===== src/rtl/spi_tx_arbiter.sv =====
// Round-robin arbiter sharing one spi_tx serialiser between NREQ requesters.
// Latches word/width/divider at grant, forces an idle gap after each transfer and aborts hung transfers.
module spi_tx_arbiter #(
    parameter int NREQ           = 3,
    parameter int GAP_CYCLES     = 4,
    parameter int TIMEOUT_CYCLES = 1048576
) (
    input  logic                    clk,
    input  logic                    nrst,
    input  logic [NREQ-1:0]         req_valid,
    input  logic [NREQ*32-1:0]      req_data,
    input  logic [NREQ*5-1:0]       req_width,
    output logic [NREQ-1:0]         req_ready,
    output logic [NREQ-1:0]         req_done,
    input  logic [15:0]             bit_period_cfg,
    output logic                    spi_start,
    output logic [31:0]             spi_data,
    output logic [4:0]              spi_width,
    output logic [15:0]             spi_bit_period,
    input  logic                    spi_busy,
    input  logic                    spi_done,
    output logic [$clog2(NREQ)-1:0] owner,
    output logic                    active,
    output logic                    timeout_err,
    input  logic                    err_clear
);

    localparam int OW = $clog2(NREQ);

    typedef enum logic [1:0] {
        IDLE,
        WAIT_DONE,
        GAP
    } state_t;

    state_t          state_q, state_d;
    logic [OW-1:0]   rrPtr_q, rrPtr_d;
    logic [OW-1:0]   owner_q, owner_d;
    logic            active_q, active_d;
    logic [NREQ-1:0] reqReady_q, reqReady_d;
    logic [NREQ-1:0] reqDone_q, reqDone_d;
    logic            spiStart_q, spiStart_d;
    logic [31:0]     spiData_q, spiData_d;
    logic [4:0]      spiWidth_q, spiWidth_d;
    logic [15:0]     spiBitPeriod_q, spiBitPeriod_d;
    logic            timeoutErr_q, timeoutErr_d;
    logic [31:0]     toCnt_q, toCnt_d;
    logic [31:0]     gapCnt_q, gapCnt_d;

    logic [OW-1:0]   winner;
    logic            found;
    int              idx;

    // First asserted request at or after the round-robin pointer, wrapping modulo NREQ.
    always_comb begin
        winner = '0;
        found  = 1'b0;
        idx    = 0;
        for (int k = 0; k < NREQ; k++) begin
            idx = int'(rrPtr_q) + k;
            if (idx >= NREQ) idx = idx - NREQ;
            if (!found && req_valid[idx]) begin
                winner = OW'(idx);
                found  = 1'b1;
            end
        end
    end

    always_ff @(posedge clk) begin
        if (!nrst) begin
            state_q        <= IDLE;
            rrPtr_q        <= '0;
            owner_q        <= '0;
            active_q       <= 1'b0;
            reqReady_q     <= '0;
            reqDone_q      <= '0;
            spiStart_q     <= 1'b0;
            spiData_q      <= '0;
            spiWidth_q     <= '0;
            spiBitPeriod_q <= '0;
            timeoutErr_q   <= 1'b0;
            toCnt_q        <= '0;
            gapCnt_q       <= '0;
        end else begin
            state_q        <= state_d;
            rrPtr_q        <= rrPtr_d;
            owner_q        <= owner_d;
            active_q       <= active_d;
            reqReady_q     <= reqReady_d;
            reqDone_q      <= reqDone_d;
            spiStart_q     <= spiStart_d;
            spiData_q      <= spiData_d;
            spiWidth_q     <= spiWidth_d;
            spiBitPeriod_q <= spiBitPeriod_d;
            timeoutErr_q   <= timeoutErr_d;
            toCnt_q        <= toCnt_d;
            gapCnt_q       <= gapCnt_d;
        end
    end

    always_comb begin
        state_d        = state_q;
        rrPtr_d        = rrPtr_q;
        owner_d        = owner_q;
        active_d       = active_q;
        reqReady_d     = '0;
        reqDone_d      = '0;
        spiStart_d     = 1'b0;
        spiData_d      = spiData_q;
        spiWidth_d     = spiWidth_q;
        spiBitPeriod_d = spiBitPeriod_q;
        timeoutErr_d   = timeoutErr_q;
        toCnt_d        = toCnt_q;
        gapCnt_d       = gapCnt_q;

        // A timeout later in this block overrides the clear.
        if (err_clear) timeoutErr_d = 1'b0;

        case (state_q)
            IDLE: begin
                if (found && !spi_busy) begin
                    spiData_d      = req_data[32*winner +: 32];
                    spiWidth_d     = req_width[5*winner +: 5];
                    spiBitPeriod_d = bit_period_cfg;
                    owner_d        = winner;
                    reqReady_d     = NREQ'(1) << winner;
                    spiStart_d     = 1'b1;
                    active_d       = 1'b1;
                    rrPtr_d        = (int'(winner) == NREQ - 1) ? '0 : winner + 1'b1;
                    toCnt_d        = '0;
                    state_d        = WAIT_DONE;
                end
            end
            WAIT_DONE: begin
                toCnt_d = toCnt_q + 32'd1;
                if (spi_done || (TIMEOUT_CYCLES != 0 && toCnt_q == 32'(TIMEOUT_CYCLES - 1))) begin
                    if (!spi_done) timeoutErr_d = 1'b1;
                    reqDone_d = NREQ'(1) << owner_q;
                    active_d  = 1'b0;
                    gapCnt_d  = '0;
                    state_d   = (GAP_CYCLES == 0) ? IDLE : GAP;
                end
            end
            GAP: begin
                if (gapCnt_q == 32'(GAP_CYCLES - 1)) begin
                    state_d = IDLE;
                end else begin
                    gapCnt_d = gapCnt_q + 32'd1;
                end
            end
            default: state_d = IDLE;
        endcase
    end

    assign req_ready      = reqReady_q;
    assign req_done       = reqDone_q;
    assign spi_start      = spiStart_q;
    assign spi_data       = spiData_q;
    assign spi_width      = spiWidth_q;
    assign spi_bit_period = spiBitPeriod_q;
    assign owner          = owner_q;
    assign active         = active_q;
    assign timeout_err    = timeoutErr_q;

endmodule


===== config.mk =====
export PLATFORM = sky130hd
export DESIGN_NAME = spi_tx_arbiter
export DESIGN_NICKNAME = d
export VERILOG_FILES = /design/src/rtl/spi_tx_arbiter.sv
export SDC_FILE = /design/constraint.sdc
export NUM_CORES = 1
export LEC_CHECK = 0
export CAP_MARGIN = 0
export CORE_ASPECT_RATIO = 0.75
export CORE_MARGIN = 2
export CORE_UTILIZATION = 51
export CTS_CLUSTER_SIZE = 24
export DETAILED_ROUTE_END_ITERATION = 8
export GPL_TIMING_DRIVEN = 0
export HOLD_SLACK_MARGIN = 0.1
export MAX_ROUTING_LAYER = met4
export PLACE_DENSITY = 0.86
export SETUP_SLACK_MARGIN = 0.2
export SLEW_MARGIN = 0
export SYNTH_ARGS = -nofsm -noshare
export SYNTH_HDL_FRONTEND = slang
export SYNTH_SLANG_ARGS = --single-unit

===== constraint.sdc =====
create_clock -name clk -period 5.3 [get_ports clk]
set_clock_uncertainty 0.15 [all_clocks]
set_input_delay 1.59 -clock clk [delete_from_list [all_inputs] [get_ports clk]]
set_output_delay 1.59 -clock clk [all_outputs]
set_load 0.005 [all_outputs]

# [Word-level counts from Yosys, hierarchy flattened]
# Index checks and enable logic that the tools add are counted.
[classes] mux=36 shifts=4 order_cmp=6 addsub=8 mul=1 n_reduce_logical=18 eq_ne=9
[ops] operator="$mux W32" count=6
[ops] operator="$pmux W32 S2" count=2
[ops] operator="$lt A32 B4 Y1 const B" count=3
[ops] operator="$shiftx A96 B8 Y32" count=1
[ops] operator="$add A32 B1 Y32 const B" count=2
[ops] operator="$eq A32 B2 Y1 const B" count=1
[ops] operator="$eq A32 B20 Y1 const B" count=1
[ops] operator="$mux W1" count=16
[ops] operator="$reduce_and A3 Y1" count=5
[ops] operator="$shiftx A15 B6 Y5" count=1
[ops] operator="$mux W2" count=7
[ops] operator="$ne A2 B2 Y1 const B" count=4
[ops] operator="$sub A3 B2 Y4 const B" count=2
[ops] operator="$bmux W1 S2" count=3
[ops] operator="$ge A3 B2 Y1 const B" count=2
[ops] operator="$pmux W2 S3" count=1
[ops] operator="$reduce_and A2 Y1" count=3
[ops] operator="$shl A1 B2 Y3 const A" count=2
[ops] operator="$mul A3 B2 Y5 const A" count=1
[ops] operator="$eq A2 B2 Y1 const B" count=2
[ops] operator="$reduce_bool A2 Y1" count=2
[ops] operator="$add A2 B1 Y3 const B" count=1
[ops] operator="$add A2 B2 Y3 const B" count=1
[ops] operator="$logic_and A1 B1 Y1" count=3
[ops] operator="8 further kinds" count=10
[word_totals] in_bits=135 ff_bits=132

# [Depth between registers and ports, before layout]
# Gate-level depths: netlist (run 1).
[logic_depth] word_depth=15 depth_mapped=11 mapped_depth_nobuf=8

# [Worst setup path before layout (run 1)]
# OpenSTA, ideal clock, no wires.
[synth_timing] path_type="input-to-reg" startpoint="in req_valid[2]" endpoint="reg spiData_q[22], in the netlist spi_data[22]" path_slack_ps=1989 arrival_ps=3030 stages=8 setup_time_ps=131 path_cell_list="mux2_2 > a21boi_0 > o311ai_0 > and2_1 > buf_2 > buf_1 > a211oi_1 > o31ai_1"
[synth_via] elab_chain_cells=12
[synth_lines] item="start: declaration" line_no="10" text="input logic [NREQ-1:0] req_valid,"
[synth_lines] item="parallel branches: the longest is 12 deep, another holds $shiftx A96 B8 Y32"
[synth_lines] item="end signal: assignment" line_no="92" text="spiData_q <= spiData_d;"
[synth_lines] item="end: declaration" line_no="43" text="logic [31:0] spiData_q, spiData_d;"
# Parallel ways; which one is timed is not known. The select of a mux whose other input is x is not followed.
# A chain may end at the register's enable or synchronous reset.

# [Worst setup path after layout (run 1)]
[layout_timing] startpoint="in req_valid[2]" endpoint="reg spiData_q[26], in the netlist spi_data[26]"
# Same word-level chain as after synthesis.

==> results.md, run 1 <==
Run status:
- The flow ran to the end, and the final reports show no timing, DRC or antenna violations.

STA:
- Setup repair after global routing left no endpoint under its margin.
- The number of slew-limit violations in the final report was 0.
- The minimum clock period is 4.161 ns.
- The final-report hold violation count is 0.
- After routing, the total negative slack on setup checks comes to 0 ns.
- For the pin with the worst max-slew slack, the measured transition is 1.201 ns.
- The max-slew headroom at the worst pin is 19.30%.
- The number of endpoints failing setup at the final stage is 0.
- The post-route fraction of the period consumed by the critical path is 78.50%.
- Based on the critical path, the design can be clocked at up to 0.2403 GHz.

Yosys:
- Ranked by total cell area, the synthesized netlist is headed by dfxtp_1 40%, a21oi_1 7.2%, nand3_1 5.9%.
- Counting flops with a built-in enable in the synthesized netlist gives 0.
- Counting every instance in the synthesized netlist gives 823.
- Averaged over all synthesized cells, the footprint is 8.085 sq um.
- The top cell type by area accounts for 39.71% of the synthesized area.
- The post-synthesis sequential area ratio is 39.71%.
- In the synthesized netlist the dominant register cell turns out to be dfxtp_1.
- The proportion of synthesized flip-flops having asynchronous set or reset is 0%.
- The biggest area contributor in the post-synthesis netlist is dfxtp_1.
- The number of warnings issued by yosys is 0.
- The number of library cell types mapped by synthesis is 55.
- The number of nets handed over by synthesis was 963.
- The register bit total from synthesis is 132.
- Summing every instance area after synthesis gives 0.006654 sq mm.

Power and ir drop:
- For this design the static power due to leakage is 3.267 nW.
- The proportion of power drawn by flip-flops and latches is 37.9%.
- The clock network is responsible for 39.0% of the overall power.
- The switching power share of the total is 28.17%.
- The internal power summed over all cells is 2.093 mW.
- In this run, the combinational gates consume 23.1% of the power.
- Summed over all nets, the switching power comes to 821.1 uW.
- After layout, the design draws a total of 2.915 mW.
- The areal power density over the cells is 309.8 mW/mm^2.
- Across the VDD grid, the largest voltage drop is 0.2261 mV.

Clock tree:
- The maximum level of the CTS H-tree is 4.
- The total clock buffers created by CTS is 17.
- The maximum clock insertion buffer count is 2.
- The clock transition at the registers of the reported paths is 0.06 ns.
- The clock latency of the later-clocked register in the worst-skew pair is 0.42 ns.
- The hold-fix buffer count after cts is 0.
- The root buffer cell is clkbuf_16.
- The post-cts gate resize count is 0.
- Post-CTS timing repair inserted 0 buffers for setup.
- TritonCTS built the clock tree.
- The number of sinks handled by clock tree synthesis is 132.

Global routing:
- Entering global routing, the biggest net connects 17 pins.
- The number of antenna violations at the first check in global routing came to 0.
- The via count of the first global-routing pass came to 6603.
- The first global-routing pass estimated 32960 microns of wire.
- The total grt overflow is 0.
- For this run, the total global-route usage over all layers was measured as 31.02%.

Critical path:
- Traced cell by cell, the critical path runs through clkdlybuf4s50_1, nand2b_1, mux2_2, o311ai_0, clkbuf_1, clkbuf_1, a21boi_0, a211oi_1, o31ai_1.
- The data arrival time of the critical path is 4.30 ns.
- The critical setup path kind is in2reg.
- Along the worst path, the maximum fanout reaches 10.
- On the worst path, the slowest cell contributes a delay of 0.54 ns.
- At the worst endpoint, the required time is 5.44 ns.
- The endpoint kind of the worst setup timing path is a register.
- The slowest cell on the critical path is clkdlybuf4s50_1.
- The most used cell along the critical path is clkbuf_1.
- The sort of element at the start of the critical path is a primary input.

Drt:
- The average wire length per cell after detail routing is 17.69 microns.
- For this block, the initial DRC count from the detailed router was 723.
- The count of nets left with antenna violations once routing finished came out at 0.
- The first detailed-routing pass ran for 5 iterations.
- Wires add up to 21620 microns.
- The number of vias after detailed routing is 7354.
- Dividing the detail-routed via count by the number of cells gives 6.018.
- After detailed routing, the number of remaining DRC violations is 0.

Finish:
- The library cells used most frequently in the layout, excluding fill and tap cells, are 197 x clkdlybuf4s50_1, 132 x dfxtp_1, 96 x a21oi_1, 81 x nand2_1, 78 x nand3_1.
- The finished cells cover 0.009408 sq mm.
- 0 antenna diodes ended up in the layout.
- From synthesis to final layout, the design area changed by 41.39%.
- The number of nets in the layout is 1179.
- Leaving out fill and tap cells, the most frequent cell in the layout is clkdlybuf4s50_1.
- The end-of-flow core utilization is 73.03%.
- The post-route netlist has 6.851% of its cells at a drive strength greater than 1.
- The final non-filler cell total is 1222.

Placed design:
- The final weighted congestion in routability-driven placement is 0.9637.
- Once placement finished, the instance area stood at 0.008840 sq mm.
- The count of port buffers added during placement is 197.
- Once detailed placement completed, the half-perimeter wirelength came to 16130 microns.
- The number of placed instances with taps included is 1191.

Floorplanning:
- The initial core utilization is 51.65%.
- 199 I/O pins were placed.
- The die is 102.9 microns tall.
- The initialized floorplan defines 36 standard-cell rows.
- The core box area is 0.01288 sq mm.
- The die covers 0.01399 sq mm.
- Measured along the x axis, the die boundary spans 135.9 microns.

Job:
- Max-cap violations in this run came to 0.

Worst hold path:
- The worst hold path belongs to the class reg2reg.
routing by layer:
layer / vias to the layer above / global-route usage (%) / wire length (microns)
met3: 30 / 7.424 / 1874
li1: 3503 / - / -
met1: 3478 / 42.12 / 9733
met4: 0 / 9.455 / 306
met2: 343 / 45.88 / 9708
met5: - / - / 0
power groups by stage:
| stage | Sequential, mW | Clock (mW) | Combinational (mW) |
|---|---|---|---|
| 6_report | 1.10 | 1.14 | 0.674 |
| 5_1_grt | 1.11 | 1.18 | 0.730 |
| 4_1_cts | 1.10 | 1.14 | 0.668 |
| 3_5_place_dp | 1.12 | 0 | 0.663 |
| 3_3_place_gp | 1.12 | 0 | 0.654 |
| 2_1_floorplan | 1.13 | 0 | 0.311 |
cells by family (layout without fill, tap and decap cells):
family | count (synthesis) | after routing | synth area share [%]
mux | 5 | 5 | 0.8086
xor+xnor | 3 | 3 | 0.3950
compound gates | 277 | 277 | 27.02
fa+ha+maj | 5 | 5 | 0.9402
flops | 132 | 132 | 39.71
buf+inv | 72 | 300 | 4.569
simple gates | 329 | 329 | 26.55
layout make-up:
type | count | area [sq um]
timing repair buffer | 197 | 1972
clock inverter | 10 | 107.6
multi-input combinational | 619 | 3707
clock buffer | 21 | 460.4
inverter | 12 | 45.04
tap | 171 | 214.0
fill | 1030 | 3475
buffer | 60 | 259.0
sequential | 132 | 2643
Yosys cell counts (2+ instances only):
master / instances
or3_2: 6
buf_2: 2
o211ai_1: 9
clkbuf_1: 49
dfxtp_1: 132
mux2_2: 3
or3_1: 23
inv_1: 11
nor2_1: 31
o21ai_0: 30
o31ai_1: 40
nor3_1: 11
or2_2: 11
a221oi_1: 2
o21a_1: 9
buf_1: 5
and3_2: 4
and3_1: 13
nand2b_1: 8
mux2i_1: 2
a31oi_1: 8
clkbuf_8: 3
nor3b_1: 3
nand4_1: 15
a211oi_1: 37
nor4_4: 2
a21boi_0: 39
xnor2_1: 2
and2_1: 6
nand2_1: 81
or4_4: 2
a21oi_1: 96
ha_1: 5
and4_1: 4
nor4_1: 9
and4_2: 2
nor2b_1: 6
or4_1: 8
nand3_1: 78
final timing paths:
check	startpoint	endpoint	slack, ns	cells past startpoint
worst max-delay path	req_valid[2]	spi_data[26]$_SDFFE_PN0P_	1.14	9
worst max register to register	rrPtr_q[1]$_SDFFE_PN0P_	spi_data[26]$_SDFFE_PN0P_	2.12	9
worst min-delay path	active$_SDFFE_PN0P_	active$_SDFFE_PN0P_	0.29	2
worst min register to register	active$_SDFFE_PN0P_	active$_SDFFE_PN0P_	0.29	2
flip-flops by register name, indices dropped and copies added, names as in the netlist, 2 cells and up:
name and cells:
spi_width 5, toCnt_q 32, spi_data 32, state_q 2, req_ready 3, rrPtr_q 2, req_done 3, gapCnt_q 32
owner 2, spi_bit_period 16
critical path, delay by kind of cell:
family	cells	cell delay, ns
buffers and inverters	3	1.38
muxes	1	0.34
AOI/OAI and AO/OA	4	0.80
and+or+nand+nor	1	0.16
stage by stage:
stage | setup slack, ns | hold WS [ns]
after floorplan | 1.989 | 0.2888
after global placement | 0.8414 | 0.2800
after detailed placement | 0.7924 | 0.2860
after CTS | 1.211 | 0.2957
after global routing | 0.9997 | 0.3163
final | 1.139 | 0.2928
Note: power is estimated with default switching activity, not from simulation.
==> run 2, diff against run 1 <==
--- a/config.mk
+++ b/config.mk
@@ -8,13 +8,13 @@
 export CAP_MARGIN = 0
 export CORE_ASPECT_RATIO = 0.75
 export CORE_MARGIN = 2
-export CORE_UTILIZATION = 51
+export CORE_UTILIZATION = 48
 export CTS_CLUSTER_SIZE = 24
 export DETAILED_ROUTE_END_ITERATION = 8
 export GPL_TIMING_DRIVEN = 0
 export HOLD_SLACK_MARGIN = 0.1
 export MAX_ROUTING_LAYER = met4
-export PLACE_DENSITY = 0.86
+export PLACE_DENSITY = 0.81
 export SETUP_SLACK_MARGIN = 0.2
 export SLEW_MARGIN = 0
 export SYNTH_ARGS = -nofsm -noshare
==> constraint.sdc (replaced) <==
create_clock -name clk -period 4 [get_ports clk]
set_clock_uncertainty 0.15 [all_clocks]
set_input_delay 1.2 -clock clk [delete_from_list [all_inputs] [get_ports clk]]
set_output_delay 1.2 -clock clk [all_outputs]
set_load 0.005 [all_outputs]
==> results.md, run 2 (same netlist as run 1, synthesis figures left out) <==
Floorplanning:
- The initial core utilization is 48.89% (was 51.65%).
- The I/O pin count is 199 (unchanged).
- The vertical die dimension was 106.0 microns (was 102.9 microns).
- The die width came to 140.0 microns (was 135.9 microns).
- The core box area is 0.01361 sq mm (was 0.01288 sq mm).
- The total number of placement rows came to 37 (was 36).
- The area enclosed by the die boundary is 0.01483 sq mm (was 0.01399 sq mm).

Drt:
- The average wire length per cell after detail routing came to 17.72 microns (was 17.69 microns).
- The number of DRC violations after detailed routing was 0 (unchanged).
- The count of routing violations after the opening detailed-route iteration is 642 (was 723).
- The wire length after detailed routing is 21740 microns (was 21620 microns).
- The number of vias after detailed routing came to 7203 (was 7354).
- The via density per instance was 5.870 (was 6.018).
- The total iterations of the first detailed-routing run was 6 (was 5).
- The number of routed nets with antenna violations came to 0 (unchanged).

Critical path:
- The worst setup path startpoint is req_valid[2] (unchanged).
- The critical setup path kind is in2reg (unchanged).
- The endpoint kind of the worst setup timing path is a register (unchanged).
- The data arrival time of the critical path is 3.74 ns (was 4.30 ns).
- The worst-case reg-to-reg path depth is 10 (was 9).
- The sort of element at the start of the critical path is a primary input (unchanged).
- The reg2reg setup slack came to 0.91 ns (was 2.12 ns).
- The critical-path maximum fanout is 10 (unchanged).
- The reg-to-reg critical path startpoint is rrPtr_q[0]$_SDFFE_PN0P_ (was rrPtr_q[1]$_SDFFE_PN0P_).
- The required time of the critical path was 4.15 ns (was 5.44 ns).
- The destination of the worst register-to-register timing path is spi_width[1]$_SDFFE_PN0P_ (was spi_data[26]$_SDFFE_PN0P_).

Power and ir drop:
- The clock share of power is 40.2% (was 39.0%).
- The cell leakage power is 3.271 nW (was 3.267 nW).
- The total net switching power is 1.115 mW (was 821.1 uW).
- The areal power density over the cells is 417.7 mW/mm^2 (was 309.8 mW/mm^2).
- The proportion of power drawn by flip-flops and latches was 37.1% (was 37.9%).
- The internal power summed over all cells is 2.830 mW (was 2.093 mW).
- The worst voltage drop across the vdd grid is 0.3280 mV (was 0.2261 mV).
- The total power consumption of the routed design is 3.945 mW (was 2.915 mW).
- The power share of the combinational group came to 22.7% (was 23.1%).
- The switching power share of the total came to 28.27% (was 28.17%).

Worst hold path:
- The class of the tightest hold or removal check is reg2reg (unchanged).
- The endpoint with the worst hold slack is spi_bit_period[10]$_SDFFE_PN0P_ (was active$_SDFFE_PN0P_).
- The beginning of the worst hold path is spi_bit_period[10]$_SDFFE_PN0P_ (was active$_SDFFE_PN0P_).
- The number of stages on the worst hold path is 2 (unchanged).

Finish:
- The antenna diode instance count is 0 (unchanged).
- The most common cell after layout, fill and taps aside is clkdlybuf4s50_1 (unchanged).
- The relative area change from synthesis to final layout is 41.95% (was 41.39%).
- The number of nets in the layout is 1179 (unchanged).
- The final non-filler cell total is 1227 (was 1222).
- The fraction of layout cells with a size suffix above 1 came to 7.034% (was 6.851%).
- The final-layout fill cell count is 1141 (was 1030).
- Highest-count cells in the layout ignoring fill and taps: 197 x clkdlybuf4s50_1, 132 x dfxtp_1, 96 x a21oi_1, 81 x nand2_1, 78 x nand3_1 (unchanged).

Clock tree:
- The count of buffers added by post-CTS timing repair for setup is 0 (unchanged).
- The clock transition at the registers of the reported paths is 0.06 ns (about the same).
- The clock latency of the later-clocked register in the worst-skew pair is 0.42 ns (about the same).
- The root buffer cell is clkbuf_16 (unchanged).
- The number of sinks handled by clock tree synthesis came to 132 (unchanged).
- The maximum level of the CTS H-tree was 4 (unchanged).
- The total clock buffers created by CTS came to 17 (unchanged).
- The post-cts gate resize count is 0 (unchanged).
- The CTS tree was done (unchanged).
- The hold-fix buffer count after cts is 0 (unchanged).
- The maximum clock insertion buffer count is 2 (unchanged).

Global routing:
- The maximum number of pins on one net before global-route repair is 17 (unchanged).
- The total grt overflow came to 0 (unchanged).
- The global router's overall resource usage is 29.64% (was 31.02%).
- The global-route wire length before repair is 33980 microns (was 32960 microns).
- The number of antenna violations at the first check in global routing is 0 (unchanged).
- The via count of the first global-routing pass was 6636 (was 6603).

STA:
- The achievable clock frequency is 0.2785 GHz.
- The transition time of the tightest slew-check pin is 0.9876 ns (was 1.201 ns).
- The post-route fraction of the period consumed by the critical path is 89.75%.
- Setup repair after global routing missed its margin: false (unchanged).
- The final-report hold violation count was 0 (unchanged).
- The final hold slack was 0.3020 ns (was 0.2928 ns).
- The number of endpoints failing setup at the final stage is 0 (unchanged).
- The max-slew headroom at the worst pin is 33.65% (was 19.30%).
- The number of slew-limit violations in the final report is 0 (unchanged).
- The clock period could shrink to 3.590 ns.

Run status:
- Run status: finished, final reports clean (unchanged).

Placed design:
- The HPWL after detailed placement is 16010 microns (was 16130 microns).
- The number of placed instances with taps included is 1195 (was 1191).
- The count of port buffers added during placement is 197 (unchanged).
- The final weighted congestion in routability-driven placement was 0.9439 (was 0.9637).

Job:
- The number of max-cap violations is 0 (unchanged).
-- run 2: cell count changes in the layout (fill, tap and decap cells not counted), sizes merged --
cell,delta
clkbuf,+3
clkinvlp,+3
clkinv,-5
-- run 2: area by class of cell --
type	instances	area (sq um)	area share, %
multi-input combinational	619	3707	39.25
clock inverter	8	97.59	1.033
timing repair buffer	197	1972	20.88
tap	175	219.0	2.318
inverter	12	45.04	0.4769
sequential	132	2643	27.98
clock buffer	24	501.7	5.312
buffer	60	260.3	2.755
-- run 2: worst max-delay path by stage --
stage / to / cells past startpoint
3_5_place_dp: spi_data[11]$_SDFFE_PN0P_ / 9
2_1_floorplan: spi_data[22]$_SDFFE_PN0P_ / 8
4_1_cts: spi_data[11]$_SDFFE_PN0P_ / 9
6_report: spi_data[8]$_SDFFE_PN0P_ / 9
5_1_grt: spi_data[5]$_SDFFE_PN0P_ / 9
3_3_place_gp: spi_data[19]$_SDFFE_PN0P_ / 9
-- run 2: metrics by stage --
| step | TNS, ns | setup slack [ns] | utilization, % | cell area [sq um] |
|---|---|---|---|---|
| 2_1_floorplan | 0 | 1.079 | - | 6654 |
| 3_3_place_gp | 0 | 0.02268 | 64.98 | 8845 |
| 3_5_place_dp | -0.1177 | -0.03832 | 64.98 | 8845 |
| 4_1_cts | 0 | 0.4017 | 69.39 | 9444 |
| 5_1_grt | 0 | 0.2384 | 69.40 | 9445 |
| 6_report | 0 | 0.4099 | 69.40 | 9445 |
-- run 2: power by group through the flow --
| stage | logic [mW] | registers, mW | clock network, mW |
|---|---|---|---|
| floorplan | 0.412 | 1.49 | 0 |
| global placement | 0.872 | 1.48 | 0 |
| detailed placement | 0.878 | 1.49 | 0 |
| CTS | 0.886 | 1.46 | 1.60 |
| global route | 0.967 | 1.47 | 1.66 |
| finish | 0.896 | 1.46 | 1.59 |
-- run 2: worst max-delay path: stages --
cell and delay [ns]:
clkdlybuf4s50_1 0.55, nand2b_1 0.18, mux2_2 0.34, o311ai_0 0.16, clkbuf_2 0.33, clkbuf_1 0.38
a21boi_0 0.18, a211oi_1 0.32, o31ai_1 0.10
-- run 2: routing by layer --
layer	vias to the layer above	wire length, microns	global-route usage, %
li1	3495	-	-
met1	3377	10020	40.90
met2	294	9674	44.49
met3	37	1536	4.640
met4	0	510	10.50
met5	-	0	-
==> run 3, diff against run 2 <==
--- a/config.mk
+++ b/config.mk
@@ -7,7 +7,6 @@
 export LEC_CHECK = 0
 export CAP_MARGIN = 0
 export CORE_ASPECT_RATIO = 0.75
-export CORE_MARGIN = 2
 export CORE_UTILIZATION = 48
 export CTS_CLUSTER_SIZE = 24
 export DETAILED_ROUTE_END_ITERATION = 8
==> results.md, run 3 (same netlist as run 1, synthesis figures left out) <==
Floorplanning:
- The total number of placement rows is 36 (was 37).
- The die width is 138.0 microns (was 140.0 microns).
- The area enclosed by the die boundary was 0.01434 sq mm (was 0.01483 sq mm).
- The vertical die dimension is 104.0 microns (was 106.0 microns).
- The core box area is 0.01324 sq mm (was 0.01361 sq mm).
- The initial core utilization is 50.25% (was 48.89%).
- The I/O pin count was 199 (unchanged).

Placed design:
- The count of port buffers added during placement is 197 (unchanged).
- The final weighted congestion in routability-driven placement is 0.9081 (was 0.9439).
- The HPWL after detailed placement was 16180 microns (was 16010 microns).

Critical path:
- Cell Chain, Critical Path: clkdlybuf4s50_1, mux2_2, a21boi_0, o311ai_0, and2_1, buf_2, clkbuf_1, a211oi_1, o31ai_1 (was clkdlybuf4s50_1, nand2b_1, mux2_2, o311ai_0, clkbuf_2, clkbuf_1, a21boi_0, a211oi_1, o31ai_1).
- The slowest cell on the critical path is clkdlybuf4s50_1 (unchanged).
- The critical-path maximum fanout is 10 (unchanged).
- The required time of the critical path was 4.13 ns (was 4.15 ns).
- The maximum cell stage delay along the critical path is 0.63 ns (was 0.55 ns).
- The sort of element at the start of the critical path is a primary input (unchanged).
- The critical setup path kind is in2reg (unchanged).
- The endpoint kind of the worst setup timing path is a register (unchanged).
- The data arrival time of the critical path was 3.75 ns (was 3.74 ns).

STA:
- The minimum clock period is 3.618 ns (was 3.590 ns).
- The achievable clock frequency was 0.2764 GHz (was 0.2785 GHz).
- The post-route fraction of the period consumed by the critical path is 90.44% (was 89.75%).
- The number of endpoints failing setup at the final stage is 0 (unchanged).
- The number of slew-limit violations in the final report was 0 (unchanged).
- The final-report hold violation count is 0 (unchanged).
- The max-slew headroom at the worst pin is 20.32% (was 33.65%).
- Setup repair after global routing missed its margin: false (unchanged).
- The transition time of the tightest slew-check pin is 1.186 ns (was 0.9876 ns).
- The final hold slack is 0.3015 ns (was 0.3020 ns).

Clock tree:
- The maximum clock insertion buffer count came to 2 (unchanged).
- The number of sinks handled by clock tree synthesis was 132 (unchanged).
- The maximum level of the CTS H-tree came to 4 (unchanged).
- The clock transition at the registers of the reported paths came to 0.05 ns (was 0.06 ns).
- The root buffer cell is clkbuf_16 (unchanged).
- The count of buffers added by post-CTS timing repair for setup is 0 (unchanged).
- The clock latency of the later-clocked register in the worst-skew pair is 0.42 ns (about the same).
- The CTS tree was done (unchanged).
- The total clock buffers created by CTS was 17 (unchanged).

Finish:
- The antenna diode instance count was 0 (unchanged).
- The most common cell after layout, fill and taps aside is clkdlybuf4s50_1 (unchanged).
- The relative area change from synthesis to final layout is 41.88% (was 41.95%).
- The fraction of layout cells with a size suffix above 1 is 7.034% (unchanged).
- Highest-count cells in the layout ignoring fill and taps: 197 x clkdlybuf4s50_1, 132 x dfxtp_1, 96 x a21oi_1, 81 x nand2_1, 78 x nand3_1 (unchanged).
- The number of nets in the layout came to 1179 (unchanged).

Global routing:
- The via count of the first global-routing pass is 6767 (was 6636).
- The number of antenna violations at the first check in global routing is 0 (unchanged).
- The maximum number of pins on one net before global-route repair came to 17 (unchanged).
- The global router's overall resource usage is 31.90% (was 29.64%).
- The total grt overflow came to 0 (unchanged).
- The global-route wire length before repair is 34600 microns (was 33980 microns).

Drt:
- The number of routed nets with antenna violations is 0 (unchanged).
- The number of vias after detailed routing is 7292 (was 7203).
- The total iterations of the first detailed-routing run is 6 (unchanged).
- The number of DRC violations after detailed routing came to 0 (unchanged).
- The wire length after detailed routing is 21580 microns (was 21740 microns).
- The average wire length per cell after detail routing is 17.64 microns (was 17.72 microns).
- The count of routing violations after the opening detailed-route iteration is 753 (was 642).
- The via density per instance came to 5.962 (was 5.870).

Run status:
- Run status: finished, final reports clean (unchanged).

Power and ir drop:
- The cell leakage power is 3.274 nW (was 3.271 nW).
- The total power consumption of the routed design was 3.930 mW (was 3.945 mW).
- The worst voltage drop across the vdd grid is 0.3725 mV (was 0.3280 mV).
- The areal power density over the cells is 416.3 mW/mm^2 (was 417.7 mW/mm^2).

Job:
- The number of max-cap violations came to 0 (unchanged).

Worst hold path:
- The class of the tightest hold or removal check is reg2reg (unchanged).
-- run 3: path summary, 6_finish.rpt --
kind	start	to	slack, ns	cells past startpoint
min	spi_bit_period[2]$_SDFFE_PN0P_	spi_bit_period[2]$_SDFFE_PN0P_	0.30	2
max reg2reg	rrPtr_q[0]$_SDFFE_PN0P_	spi_data[5]$_SDFFE_PN0P_	0.90	10
min reg2reg	spi_bit_period[2]$_SDFFE_PN0P_	spi_bit_period[2]$_SDFFE_PN0P_	0.30	2
max	req_valid[2]	spi_data[16]$_SDFFE_PN0P_	0.38	9
-- run 3: power by group --
group	total [mW]	switching, mW	internal [mW]
Sequential	1.46	0.0559	1.41
Clock	1.57	0.564	1.01
Combinational	0.895	0.470	0.425
Total	3.93	1.09	2.84
-- run 3: worst max-delay path, delay by kind of cell --
kind | cells | cell delay [ns]
buffers and inverters | 3 | 1.10
AO/OA/AOI/OAI | 4 | 0.87
multiplexers | 1 | 0.37
AND/OR/NAND/NOR | 1 | 0.20
-- run 3: through the flow --
stage                     std cells  setup TNS (ns)  worst slack, ns  area (sq um)  util, %
after floorplan                 823               0            1.079          6654        -
after global placement         1191         -0.9731          -0.1080          8840    66.75
after detailed placement       1191          -1.332          -0.1462          8840    66.75
after CTS                      1223               0           0.2560          9434    71.24
after global routing           1223               0           0.2212          9440    71.29
final                          1223               0           0.3822          9440    71.29
-- run 3: final cells by class --
| type | count | area [sq um] |
|---|---|---|
| sequential | 132 | 2643 |
| multi-input combinational | 619 | 3712 |
| inverter | 12 | 45.04 |
| clock buffer | 22 | 464.2 |
| tap | 171 | 214.0 |
| fill | 1090 | 3802 |
| clock inverter | 10 | 130.1 |
| buffer | 60 | 260.3 |
| timing repair buffer | 197 | 1972 |
-- run 3: timing repair --
action,CTS,global route
endpoints found under the setup margin,0,15
gates resized for setup,0,3
hold buffers,0,0
-- run 3: per-layer routing --
metal  global-route usage (%)  up-vias  routed length, microns
met5                        -        -                       0
met4                    12.19        0                     624
met3                    7.066       54                    1723
met2                    44.57      321                    9462
met1                    44.30     3415                    9769
li1                         -     3502                       -
==> RTL edit: new RTL, config.mk and constraints of run 1 <==
Add an input register stage for `bit_period_cfg`, cleared by the reset; this delays it by one clock. The other inputs are not delayed to match.
--- a/src/rtl/spi_tx_arbiter.sv
+++ b/src/rtl/spi_tx_arbiter.sv
@@ -33,4 +33,14 @@
         GAP
     } state_t;
+
+    logic [15:0] bit_period_cfg_q;
+
+    always_ff @(posedge clk) begin
+        if (!nrst) begin
+            bit_period_cfg_q <= '0;
+        end else begin
+            bit_period_cfg_q <= bit_period_cfg;
+        end
+    end
 
     state_t          state_q, state_d;
@@ -122,5 +132,5 @@
                     spiData_d      = req_data[32*winner +: 32];
                     spiWidth_d     = req_width[5*winner +: 5];
-                    spiBitPeriod_d = bit_period_cfg;
+                    spiBitPeriod_d = bit_period_cfg_q;
                     owner_d        = winner;
                     reqReady_d     = NREQ'(1) << winner;
Check against the original RTL: not equivalent (Yosys sat finds a counterexample within 4 cycles, from zero or initial values and one cycle with nrst low).
==> RTL edit against run 1 <==
Synthesized area up 0.13%. Utilization up 0.50 points. Sequential cell count up 16. Total power up 14%. Global-route usage down 0.93 points. Register-to-register slack better by 0.09 ns. Via count down 8.4%. Design area up 0.68%. Worst setup slack better by 0.30 ns. Sequential share of layout area up 3.2 points. First-iteration DRC count down 20%. Routed wire length down 2.6%. Worst hold slack worse by 0.0092 ns. Largest power group is now sequential cells.
==> RTL edit: results (changes against run 1) <==
first-pass GRT wire length=32200 um (was 33000 um); Peak VDD IR=236 uV (was 226 uV); period utilisation layout=72.9% (was 78.5%); dpl cell area=0.00886 mm2 (was 0.00884 mm2); Synth Area in Compound Gates=18.6% (was 27.0%); outcome=complete, no violations (unchanged); met3 Track Usage GR=7.92% (was 7.42%); share of cells above drive strength 1=5.86% (was 6.85%); largest net degree at the start of global routing=18 (was 17); mux share of post-synthesis cell area=0.977% (was 0.809%); DR iter-0 viols=579 (was 723); post-synth net total=916 (was 963); worst slack, placed=1.03 ns (was 0.792 ns); M2 GR Usage=47.1% (was 45.9%); HP Start=bit_period_cfg_q[0] (was active); cells on worst reg2reg path=10 (was 9); final cell count without fillers=1177 (was 1222); Leak=3.43 nW (was 3.27 nW); Sinks on Clock Net=148 (was 132); met1 GRT Util=37.1% (was 42.1%); Int Power=2.30 mW (was 2.09 mW); adder-cell share of the synthesized area=0.939% (was 0.940%); sequential fraction of the synthesis area=44.5% (was 39.7%); Gate power share=24.8% (was 23.1%); dpl hpwl=15000 um (was 16100 um); r2r startpoint=rrPtr_q[0] (was rrPtr_q[1]); Overall Global Routing Usage=30.1% (was 31.0%); synth cell count leaders=148 x dfxtp_1, 75 x a21oi_1, 69 x nand2_1 (was 132 x dfxtp_1, 96 x a21oi_1, 81 x nand2_1); Final GP Congestion=0.934 (was 0.964); XOR/XNOR share of the synthesized area=4.60% (was 0.395%); ranking of synthesized cells by area=dfxtp_1 44%, a21oi_1 5.6%, a221o_1 5.6% (was dfxtp_1 40%, a21oi_1 7.2%, nand3_1 5.9%); via count of the first global-routing pass=6227 (was 6603); via count=6737 (was 7354); reg2reg setup slack=2.21 ns (was 2.12 ns); Worst Setup EP=spi_data[29] (was spi_data[26]); Post-Syn Instances=776 (was 823)
RTL edit: layout make-up:
cell class                      count  area, um2  area share [%]
Tap cell                          171        214            2.26
Multi-Input combinational cell    565       3420            36.1
Buffer                             49        226            2.39
Clock buffer                       17        425            4.49
Inverter                           14       52.6           0.555
Clock inverter                     15        188            1.98
Timing Repair Buffer              198       1980            20.9
Sequential cell                   148       2960            31.3
RTL edit: power by group through the flow:
stage | combinational, mW | sequential (mW) | clock (mW)
after floorplan | 0.400 | 1.28 | 0
after global placement | 0.790 | 1.28 | 0
after detailed placement | 0.801 | 1.28 | 0
after CTS | 0.812 | 1.26 | 1.24
after global routing | 0.888 | 1.27 | 1.29
final | 0.822 | 1.26 | 1.24
RTL edit: layer usage:
metal  wire length, um  part of all wire, %
met4               684                  3.2
met3              1990                  9.4
met2              9610                   46
met1              8770                   42
met5                 0                    0
RTL edit: critical path, delay by kind of cell:
family          cells  cell delay [ns]
simple gates        1             0.11
compound gates      5             1.05
buf+inv             3             1.31
